**config.mk**
```make
export PLATFORM = sky130hd
export DESIGN_NAME = tile_io_sequencer
export DESIGN_NICKNAME = d
export VERILOG_FILES = /design/src/rtl/tile_io_sequencer.sv
export SDC_FILE = /design/constraint.sdc
export NUM_CORES = 1
export LEC_CHECK = 0
export CORE_ASPECT_RATIO = 0.8
export CORE_MARGIN = 2
export CORE_UTILIZATION = 55
export CTS_CLUSTER_SIZE = 10
export DETAILED_ROUTE_END_ITERATION = 7
export DONT_BUFFER_PORTS = 1
export GPL_TIMING_DRIVEN = 0
export PLACE_DENSITY = 0.73
export SLEW_MARGIN = 30
export SYNTH_ARGS = -nofsm -noshare
export SYNTH_HDL_FRONTEND = slang
export SYNTH_SLANG_ARGS = --single-unit
```
**constraint.sdc**
```tcl
create_clock -name clk -period 4.6 [get_ports clk]
set_input_delay 0.69 -clock clk [delete_from_list [all_inputs] [get_ports clk]]
set_output_delay 0.69 -clock clk [all_outputs]
set_load 0.01 [all_outputs]
```
**src/rtl/tile_io_sequencer.sv**
```systemverilog
// tile_io_sequencer: drives LFSR vectors into a microtile and folds its responses into a 16-bit MISR.
//    Ports: clk/rst (sync, active-high); start/seed/vec_count launch a run of N vectors
//    (seed 0 -> 1, vec_count 0 -> 256); tile_ui drives the tile, tile_uo is its response;
//    busy spans SETTLE/CAPTURE, done pulses once at the end, signature and last_uo hold results.
//    Optional TILE_SEQ_COMPARE_EN adds expected_sig input and pass output.
module tile_io_sequencer #(
   parameter int unsigned SETTLE_CYCLES = 2,
   parameter logic [15:0] SIG_INIT = 16'hFFFF
) (
   input  logic        clk,
   input  logic        rst,
   input  logic        start,
   input  logic [7:0]  seed,
   input  logic [7:0]  vec_count,
   output logic [7:0]  tile_ui,
   input  logic [7:0]  tile_uo,
   output logic        busy,
   output logic        done,
   output logic [15:0] signature,
   output logic [7:0]  last_uo
`ifdef TILE_SEQ_COMPARE_EN
   ,
   input  logic [15:0] expected_sig,
   output logic        pass
`endif
);
   typedef enum logic [1:0] {IDLE, SETTLE, CAPTURE, DONE} state_t;
   localparam logic [7:0] SETTLE_RELOAD = SETTLE_CYCLES[7:0];
   // With no settle time the vector is captured on the very next cycle.
   localparam state_t FIRST_ST = (SETTLE_CYCLES == 0) ? CAPTURE : SETTLE;
   state_t      state_q, state_d;
   logic [7:0]  tile_ui_q, tile_ui_d;
   logic [15:0] sig_q, sig_d;
   logic [7:0]  last_uo_q, last_uo_d;
   logic [8:0]  rem_q, rem_d;
   logic [7:0]  settle_q, settle_d;
   logic [15:0] misr_next;
   logic [7:0]  lfsr_next;
`ifdef TILE_SEQ_COMPARE_EN
   logic        pass_q, pass_d;
`endif
   assign misr_next = {sig_q[14:0], sig_q[15] ^ sig_q[14] ^ sig_q[12] ^ sig_q[3]} ^ {8'h00, tile_uo};
   assign lfsr_next = {tile_ui_q[6:0], tile_ui_q[7] ^ tile_ui_q[5] ^ tile_ui_q[4] ^ tile_ui_q[3]};
   always_comb begin
      state_d   = state_q;
      tile_ui_d = tile_ui_q;
      sig_d     = sig_q;
      last_uo_d = last_uo_q;
      rem_d     = rem_q;
      settle_d  = settle_q;
`ifdef TILE_SEQ_COMPARE_EN
      pass_d    = pass_q;
`endif
      case (state_q)
         IDLE: begin
            if (start) begin
               tile_ui_d = (seed == 8'h00) ? 8'h01 : seed;
               sig_d     = SIG_INIT;
               rem_d     = (vec_count == 8'h00) ? 9'd256 : {1'b0, vec_count};
               settle_d  = SETTLE_RELOAD;
               state_d   = FIRST_ST;
`ifdef TILE_SEQ_COMPARE_EN
               pass_d    = 1'b0;
`endif
            end
         end
         SETTLE: begin
            settle_d = settle_q - 8'd1;
            state_d  = (settle_q <= 8'd1) ? CAPTURE : SETTLE;
         end
         CAPTURE: begin
            sig_d     = misr_next;
            last_uo_d = tile_uo;
            rem_d     = rem_q - 9'd1;
            if (rem_q == 9'd1) begin
               state_d = DONE;
`ifdef TILE_SEQ_COMPARE_EN
               pass_d  = (misr_next == expected_sig);
`endif
            end else begin
               tile_ui_d = lfsr_next;
               settle_d  = SETTLE_RELOAD;
               state_d   = FIRST_ST;
            end
         end
         default: state_d = IDLE;
      endcase
   end
   always_ff @(posedge clk) begin
      if (rst) begin
         state_q   <= IDLE;
         tile_ui_q <= 8'h00;
         sig_q     <= SIG_INIT;
         last_uo_q <= 8'h00;
         rem_q     <= 9'd0;
         settle_q  <= 8'd0;
`ifdef TILE_SEQ_COMPARE_EN
         pass_q    <= 1'b0;
`endif
      end else begin
         state_q   <= state_d;
         tile_ui_q <= tile_ui_d;
         sig_q     <= sig_d;
         last_uo_q <= last_uo_d;
         rem_q     <= rem_d;
         settle_q  <= settle_d;
`ifdef TILE_SEQ_COMPARE_EN
         pass_q    <= pass_d;
`endif
      end
   end
   assign tile_ui   = tile_ui_q;
   assign signature = sig_q;
   assign last_uo   = last_uo_q;
   assign busy      = (state_q == SETTLE) || (state_q == CAPTURE);
   assign done      = (state_q == DONE);
`ifdef TILE_SEQ_COMPARE_EN
   assign pass      = pass_q;
`endif
endmodule

```
# [Yosys cells after proc, flatten, opt, wreduce, memory -nomap -nowiden]
# Index checks and enable logic that the tools add are counted.
[op_classes] add_sub_neg=2 magnitude_cmp=1 mux=16 bitwise=7 eq_ne=6 n_reduce_logical=9
[op_table] operator="$mux 8" count=5
[op_table] operator="$pmux 16 s2" count=1
[op_table] operator="$pmux 8 s3" count=1
[op_table] operator="$mux 9" count=2
[op_table] operator="$pmux 9 s2" count=1
[op_table] operator="$logic_not 8->1" count=2
[op_table] operator="$mux 16" count=1
[op_table] operator="$pmux 8 s2" count=1
[op_table] operator="$xor 16x8->16" count=1
[op_table] operator="$eq 9x1->1 const B" count=1
[op_table] operator="$sub 9x1->9 const B" count=1
[op_table] operator="$le 8x1->1 const B" count=1
[op_table] operator="$sub 8x1->8 const B" count=1
[op_table] operator="$mux 2" count=3
[op_table] operator="$pmux 2 s3" count=1
[op_table] operator="$reduce_and 3->1" count=2
[op_table] operator="$xor 1x1->1" count=6
[op_table] operator="$eq 2x2->1 const B" count=2
[op_table] operator="$ne 2x2->1 const B" count=2
[op_table] operator="$reduce_bool 3->1" count=1
[op_table] operator="$eq 2x1->1 const B" count=1
[op_table] operator="$logic_not 2->1" count=1
[op_table] operator="$reduce_and 2->1" count=1
[op_table] operator="$reduce_bool 2->1" count=1
[op_table] operator="$logic_or 1x1->1" count=1
[totals] wordCells=47 out_inout_bits=34 in_bits=27 regBits=51

# [Depth between registers and ports, before layout]
# Gate-level depths: netlist of the first run.
[depth] depth_word=5 depth_mapped=7 ltp_nobuf=6

# [Worst setup path before layout of the first run]
# Ideal clock, no wire load.
[synth_path] path_kind="reg2reg" from="register state_q[0]" to="register state_q[1]" n_path_buf=1 setup_ns=0.067 required_ns=4.533 stages_incl_launch_ff=8 setup_slack_ns=2.566 synth_period_minus_slack_ns=2.034 arrival_time_ns=1.966 cell_sequence="dfxtp_1 inv_1 ha_1 or3b_2 or3_1 buf_2 a211o_1 a21oi_2"
[synth_between] elab_chain_cells=2 elab_cells_between_ends=5 classes_between="eq/ne: 3; mux: 1; reduce/logical: 1"
[synth_rtl] element="from (decl)" line="31" rtl="state_t state_q, state_d;"
[synth_rtl] element="from (signal assigned)" line="101" rtl="state_q <= state_d;"
[synth_rtl] element="$eq 2x2->1 (tied with other cells)" line="54" rtl="case (state_q)"
[synth_rtl] element="$pmux 2 s3 / $ne 2x2->1 (equally long branches)"
# Parallel ways exist; a longest one is shown, timed or not.
# A chain may end at the register's enable or synchronous reset.

# [Final worst setup path of the first run]
[layout_path] from="register state_q[0]" to="register tile_ui_q[0], in the netlist tile_ui[0]"
[layout_between] elab_chain_cells=3 elab_cells_between_ends=7 classes_between="eq/ne: 3; mux: 1; reduce/logical: 3"
[layout_rtl] element="$eq 2x2->1 / $logic_not 2->1 (equally long branches)" line="54"
[layout_rtl] element="$ne 2x2->1 (no line) / $reduce_bool 2->1 (equally long branches)"
[layout_rtl] element="$reduce_and 3->1 (no line)"
[layout_rtl] element="to (signal assigned)" line="102" rtl="tile_ui_q <= tile_ui_d;"
[layout_rtl] element="to (decl)" line="32" rtl="logic [7:0] tile_ui_q, tile_ui_d;"
# Parallel ways exist; a longest one is shown, timed or not.

==> results of run 1 <==
-- layout make-up --
type                       instances  area (µm²)  area share (%)
inverter                          12        45.0            1.67
buffer                            18        71.3            2.65
sequential                        51        1020            37.9
tap                               60        75.1            2.79
clock buffer                       5        68.8            2.56
multi-input combinational        211        1390            51.6
clock inverter                     3        22.5           0.836
-- power by group through the flow --
| stage | clock network, mW | logic (mW) | registers [mW] |
|---|---|---|---|
| after detailed placement | 0 | 0.606 | 0.631 |
| after CTS | 0.272 | 0.612 | 0.622 |
| final | 0.264 | 0.621 | 0.624 |
| after floorplan | 0 | 0.499 | 0.608 |
| after global placement | 0 | 0.600 | 0.629 |
| after global routing | 0.287 | 0.698 | 0.635 |
-- worst min-delay path by stage --
stage	cells after the start	end	from	slack, ns
floorplan	2	settle_q[6]	settle_q[6]	0.45
global placement	2	settle_q[6]	settle_q[6]	0.47
detailed placement	2	settle_q[1]	settle_q[1]	0.48
CTS	2	settle_q[1]	settle_q[1]	0.49
global route	2	last_uo[7]	tile_uo[7]	0.51
finish	2	settle_q[1]	settle_q[1]	0.49
-- critical path, delay by kind of cell, from the launching register on --
| family | cells | cell delay, ns |
|---|---|---|
| buffers and inverters | 2 | 0.35 |
| adder cells (fa/ha/maj) | 1 | 0.28 |
| AND/OR/NAND/NOR | 1 | 0.53 |
| AO/OA/AOI/OAI | 3 | 0.64 |
| flip-flops | 1 | 0.35 |
-- cell families (layout without fill, tap and decap cells) --
group / count (synthesis) / in the layout / share of synthesized area (%)
and+or+nand+nor: 95 / 95 / 19.4
DFF: 51 / 51 / 40.4
buffers and inverters: 30 / 38 / 4.61
muxes: 18 / 18 / 7.18
AOI/OAI and AO/OA: 77 / 77 / 19.4
xor gates and xnor gates: 13 / 13 / 5.05
adders and majority gates: 8 / 8 / 3.96
-- metal layers --
layer	track usage, %	up-vias
li1	-	1066
met1	33.3	1043
met2	36.3	64
met3	7.24	6
met4	8.05	0
met5	0	-
-- registers in the layout, summed over array words and instances (netlist names) --
register,cells
rem_q,9
state_q,2
settle_q,8
signature,16
last_uo,8
tile_ui,8
-- synthesized netlist by cell type, types with 2 or more instances --
cell       n
o31ai_1    4
nor2_1    29
nand2b_1   4
nand3_1    3
nand4_1    2
or2_2      3
a211o_1    3
a21oi_1   18
nor2b_1    2
o22ai_1    9
or4b_2     2
buf_2      3
xor2_1     8
a21o_1     3
ha_1       8
or4_1      4
and2_0     2
inv_1     12
dfxtp_1   51
a211oi_1   9
nor4_1     7
a22oi_1    4
nor3_1    14
mux2i_1   17
o21ai_0   17
or3b_2     2
xnor2_1    4
or3_1      4
clkbuf_1  14
o31a_1     2
nand2_1   14
==> metrics, run 1 <==
Least-Margin Pin Slew=0.741 ns; Critical Path RT=4.78 ns; share of post-route cells with drive strength above 1=7.00%; CP endpoint=tile_ui[0]; Final setup viols=0; status=complete, no violations; initial core utilization=56.0%; pin count of the biggest net entering global routing=18; global-route wire length before repair=9.77 mm; vias in the first global route=2116; setup repair after global routing missed its margin=false; Synth cell types=45; post-route cell area=2690 µm²; Tmin final=2.29 ns; Synth async-reset ratio=0%; maximum clock rate=0.436 GHz; top cell type's share of synthesized area=40.4%; fin cells=360; R2R cell count=7; Comb pwr share=41.1%; std cell rows=22; crit-path max FO=10; Area contributors post-synth=dfxtp_1, mux2i_1, nor2_1, ha_1, a21oi_1; Core Region=4510 µm²; Final TNS setup=0 ns; clk buf depth=2; Final period util=49.8%; peak supply drop=249 µV; Post-Route Utilization=59.6%; mapped cell area=2530 µm²; Via density=6.05; minimum hold slack=0.492 ns; Switch Pwr=0.617 mW; Syn. warnings=0; P per Cell Area=560 nW/µm²; tightest slew margin relative to the limit=50.2%; Clk Latency, worst-skew pair=0.31 ns; CTS tree=yes; Inst Count DP=352; Leakage=0.945 nW; Max Used Layer=met4; maxcap violations=0; power share of the sequential group=41.3%; most frequent cells in the layout=dfxtp_1, nor2_1, a21oi_1; Net Count, Synth=327; antenna-violating nets left=0; GP Congestion=0.904; final setup margin=2.31 ns; final max-slew violation count=0; most common cell after layout, fill and taps aside=dfxtp_1; total CTS buffers=5; CP startpoint=state_q[0]; Worst Clk Skew=0.0132 ns; crit path cell chain=inv_1, ha_1, or3b_2, o31a_1, clkbuf_1, o211ai_1, a21oi_1; Die Wd=79.8 µm; part of the Yosys area used for sequential elements=40.4%; Setup Buffers After CTS=0; die area=5150 µm²; nets=334; wire per inst=16.4 µm; DRT met1 WL=2.74 mm; met2 WL=2.66 mm; Total GRT Usage=24.2%; Placement Setup Slack=2.37 ns; crit-path max cell delay=0.53 ns; reg2reg start=state_q[0]; Worst Path Arrival=2.47 ns; initial antenna violation count=0; number of synthesized flops with an enable pin=0; Placed Area=2600 µm²; critical path class=reg -> reg; CP max stage cell=or3b_2; DRC=0; fillers=431; GRT overflow=0; post-cts sizing count=0; I/O pins=61; Clock Power Share=17.5%; CTS root buf=clkbuf_8; Critical Path Sink Type=register; Tot Pwr=1.51 mW; Worst-path clk slew=0.10 ns; Hold Crit Class=reg -> reg; DR iter-0 viols=140; WL final=5.92 mm; vias=2179; Syn Inst Count=292; DP Wirelength=4.28 mm; sw frac=40.9%; reg2reg end=tile_ui[0]; Vert. Die Dim=64.6 µm; Pint=0.891 mW; Area Overhead vs Synth=6.59%; element type at the critical path start=register; FF-to-FF setup slack=2.31 ns; TritonRoute pass-1 iters=4; top_reg_cell synth=dfxtp_1; H-tree levels=2; Final Hold Viols=0; Mapped Avg Cell Area=8.65 µm²; CTS Hold Bufs=0; clock sink count=51; largest area contributor in the netlist=dfxtp_1; n_diodes=0; PortBufs=0; met3 wire length=457 µm; #FFs+latches synth=51
Note: power is estimated with default switching activity, not from simulation.
==> inputs of run 2 (changes only) <==
clock period = 2.3 ns   (was 4.6 ns; I/O delays follow)
==> metrics, run 2 (synthesized netlist as in run 1, its figures left out) <==
status=complete, no violations; power share of the sequential group=41.3%; nets=333; share of post-route cells with drive strength above 1=9.36%; fin cells=359; fillers=426; setup repair after global routing missed its margin=false; Switch Pwr=1.24 mW; M3 GR Usage=7.24%; Placement Setup Slack=0.0659 ns; Reg area=1020 µm²; pin count of the biggest net entering global routing=18; Worst-path clk slew=0.10 ns; final setup margin=0.164 ns; most common cell after layout, fill and taps aside=dfxtp_1; Critical Path RT=2.54 ns; die area=5150 µm²; PortBufs=0; minimum hold slack=0.181 ns; Hold Crit Class=in -> reg; peak supply drop=500 µV; footprint of the multi-input gates=1410 µm²; Total GRT Usage=24.2%; met2 GRT Util=36.3%; Leakage=0.960 nW; Setup Buffers After CTS=0; Final TNS setup=0 ns; Least-Margin Pin Slew=0.725 ns; busiest grt layer=met2; Via density=5.99; post-route cell area=2720 µm²; critical path class=reg -> reg; tightest slew margin relative to the limit=51.2%; Final setup viols=0; maximum clock rate=0.468 GHz; reg2reg start=state_q[0]; H-tree levels=2; DRC=0; GR Util met1=33.3%; Final period util=92.9%; GRT overflow=0; clock sink count=51; Worst Hold Path Cells=2; sw frac=40.8%; max reg flops=16; total CTS buffers=5; I/O pins=61; GP Congestion=0.904; FF-to-FF setup slack=0.16 ns; Pint=1.79 mW; clk buf depth=2; Placed Area=2600 µm²; Worst Path Arrival=2.37 ns; Clk Latency, worst-skew pair=0.31 ns; Critical Path Sink Type=register; DP Wirelength=4.28 mm; Tmin final=2.14 ns; final max-slew violation count=0; maxcap violations=0; initial antenna violation count=0; hold endpoint=last_uo[2]; antenna-violating nets left=0; Inst Count DP=352; global-route wire length before repair=9.77 mm; element type at the critical path start=register; Die Wd=79.8 µm; CTS tree=yes; Core Region=4510 µm²; vias=2149; TritonRoute pass-1 iters=4; Vert. Die Dim=64.6 µm; CTS root buf=clkbuf_8; P per Cell Area=1120 nW/µm²; reg2reg end=settle_q[5]; initial core utilization=56.0%; Worst Clk Skew=0.0138 ns; R2R cell count=6; Comb pwr share=41.3%; vias in the first global route=2116; wire per inst=16.3 µm; Area Overhead vs Synth=7.53%; DR iter-0 viols=112; n_diodes=0; crit-path max FO=7; Clock Power Share=17.4%; most frequent cells in the layout=dfxtp_1, nor2_1, a21oi_1; std cell rows=22; Final Hold Viols=0; min-delay src=tile_uo[2]; WL final=5.86 mm
run 2: worst max-delay path by stage:
stage	from	end	slack, ns	depth (start not counted)
finish	state_q[0]	settle_q[5]	0.16	6
global route	state_q[0]	tile_ui[2]	0.03	7
CTS	state_q[0]	state_q[1]	0.04	7
detailed placement	state_q[0]	tile_ui[4]	0.07	6
global placement	state_q[0]	tile_ui[0]	0.08	7
floorplan	state_q[0]	state_q[1]	0.27	7
run 2: routing by layer:
metal  routed length [µm]  up-vias
met1                 2760     1012
met5                    0        -
met3                  454        4
met2                 2600       63
li1                     -     1070
met4                   48        0
run 2: metrics by stage:
step	util [%]	total power, mW
global route	60.2	3.26
detailed placement	57.6	2.48
finish	60.2	3.03
global placement	57.6	2.46
floorplan	-	2.21
CTS	59.6	3.01
run 2: final cells by class:
class	instances	area share, %
inverters	12	1.66
plain buffers	17	2.63
multi-input cells	211	52.0
clock inverters	3	0.829
clock buffers	5	2.53
well taps	60	2.76
flip-flops and latches	51	37.6
run 2: power by group through the flow:
stage	Combinational [mW]	Sequential, mW	Clock [mW]
6_report	1.25	1.25	0.527
2_1_floorplan	0.997	1.22	0
3_5_place_dp	1.21	1.26	0
5_1_grt	1.41	1.27	0.574
3_3_place_gp	1.20	1.26	0
4_1_cts	1.22	1.24	0.544
run 2: worst max-delay path: stages, from the launching register on:
cell and delay (ns):
dfxtp_1 0.39, inv_1 0.10, ha_1 0.29, nor2b_2 0.23
nor3_2 0.27, or4b_2 0.61, a21oi_1 0.16
run 2: what timing repair did:
| item | 4_1_cts | 5_1_grt |
|---|---|---|
| hold buffers | 0 | 0 |
| gates resized for setup | 0 | 11 |
| endpoints found under the setup margin | 0 | 32 |
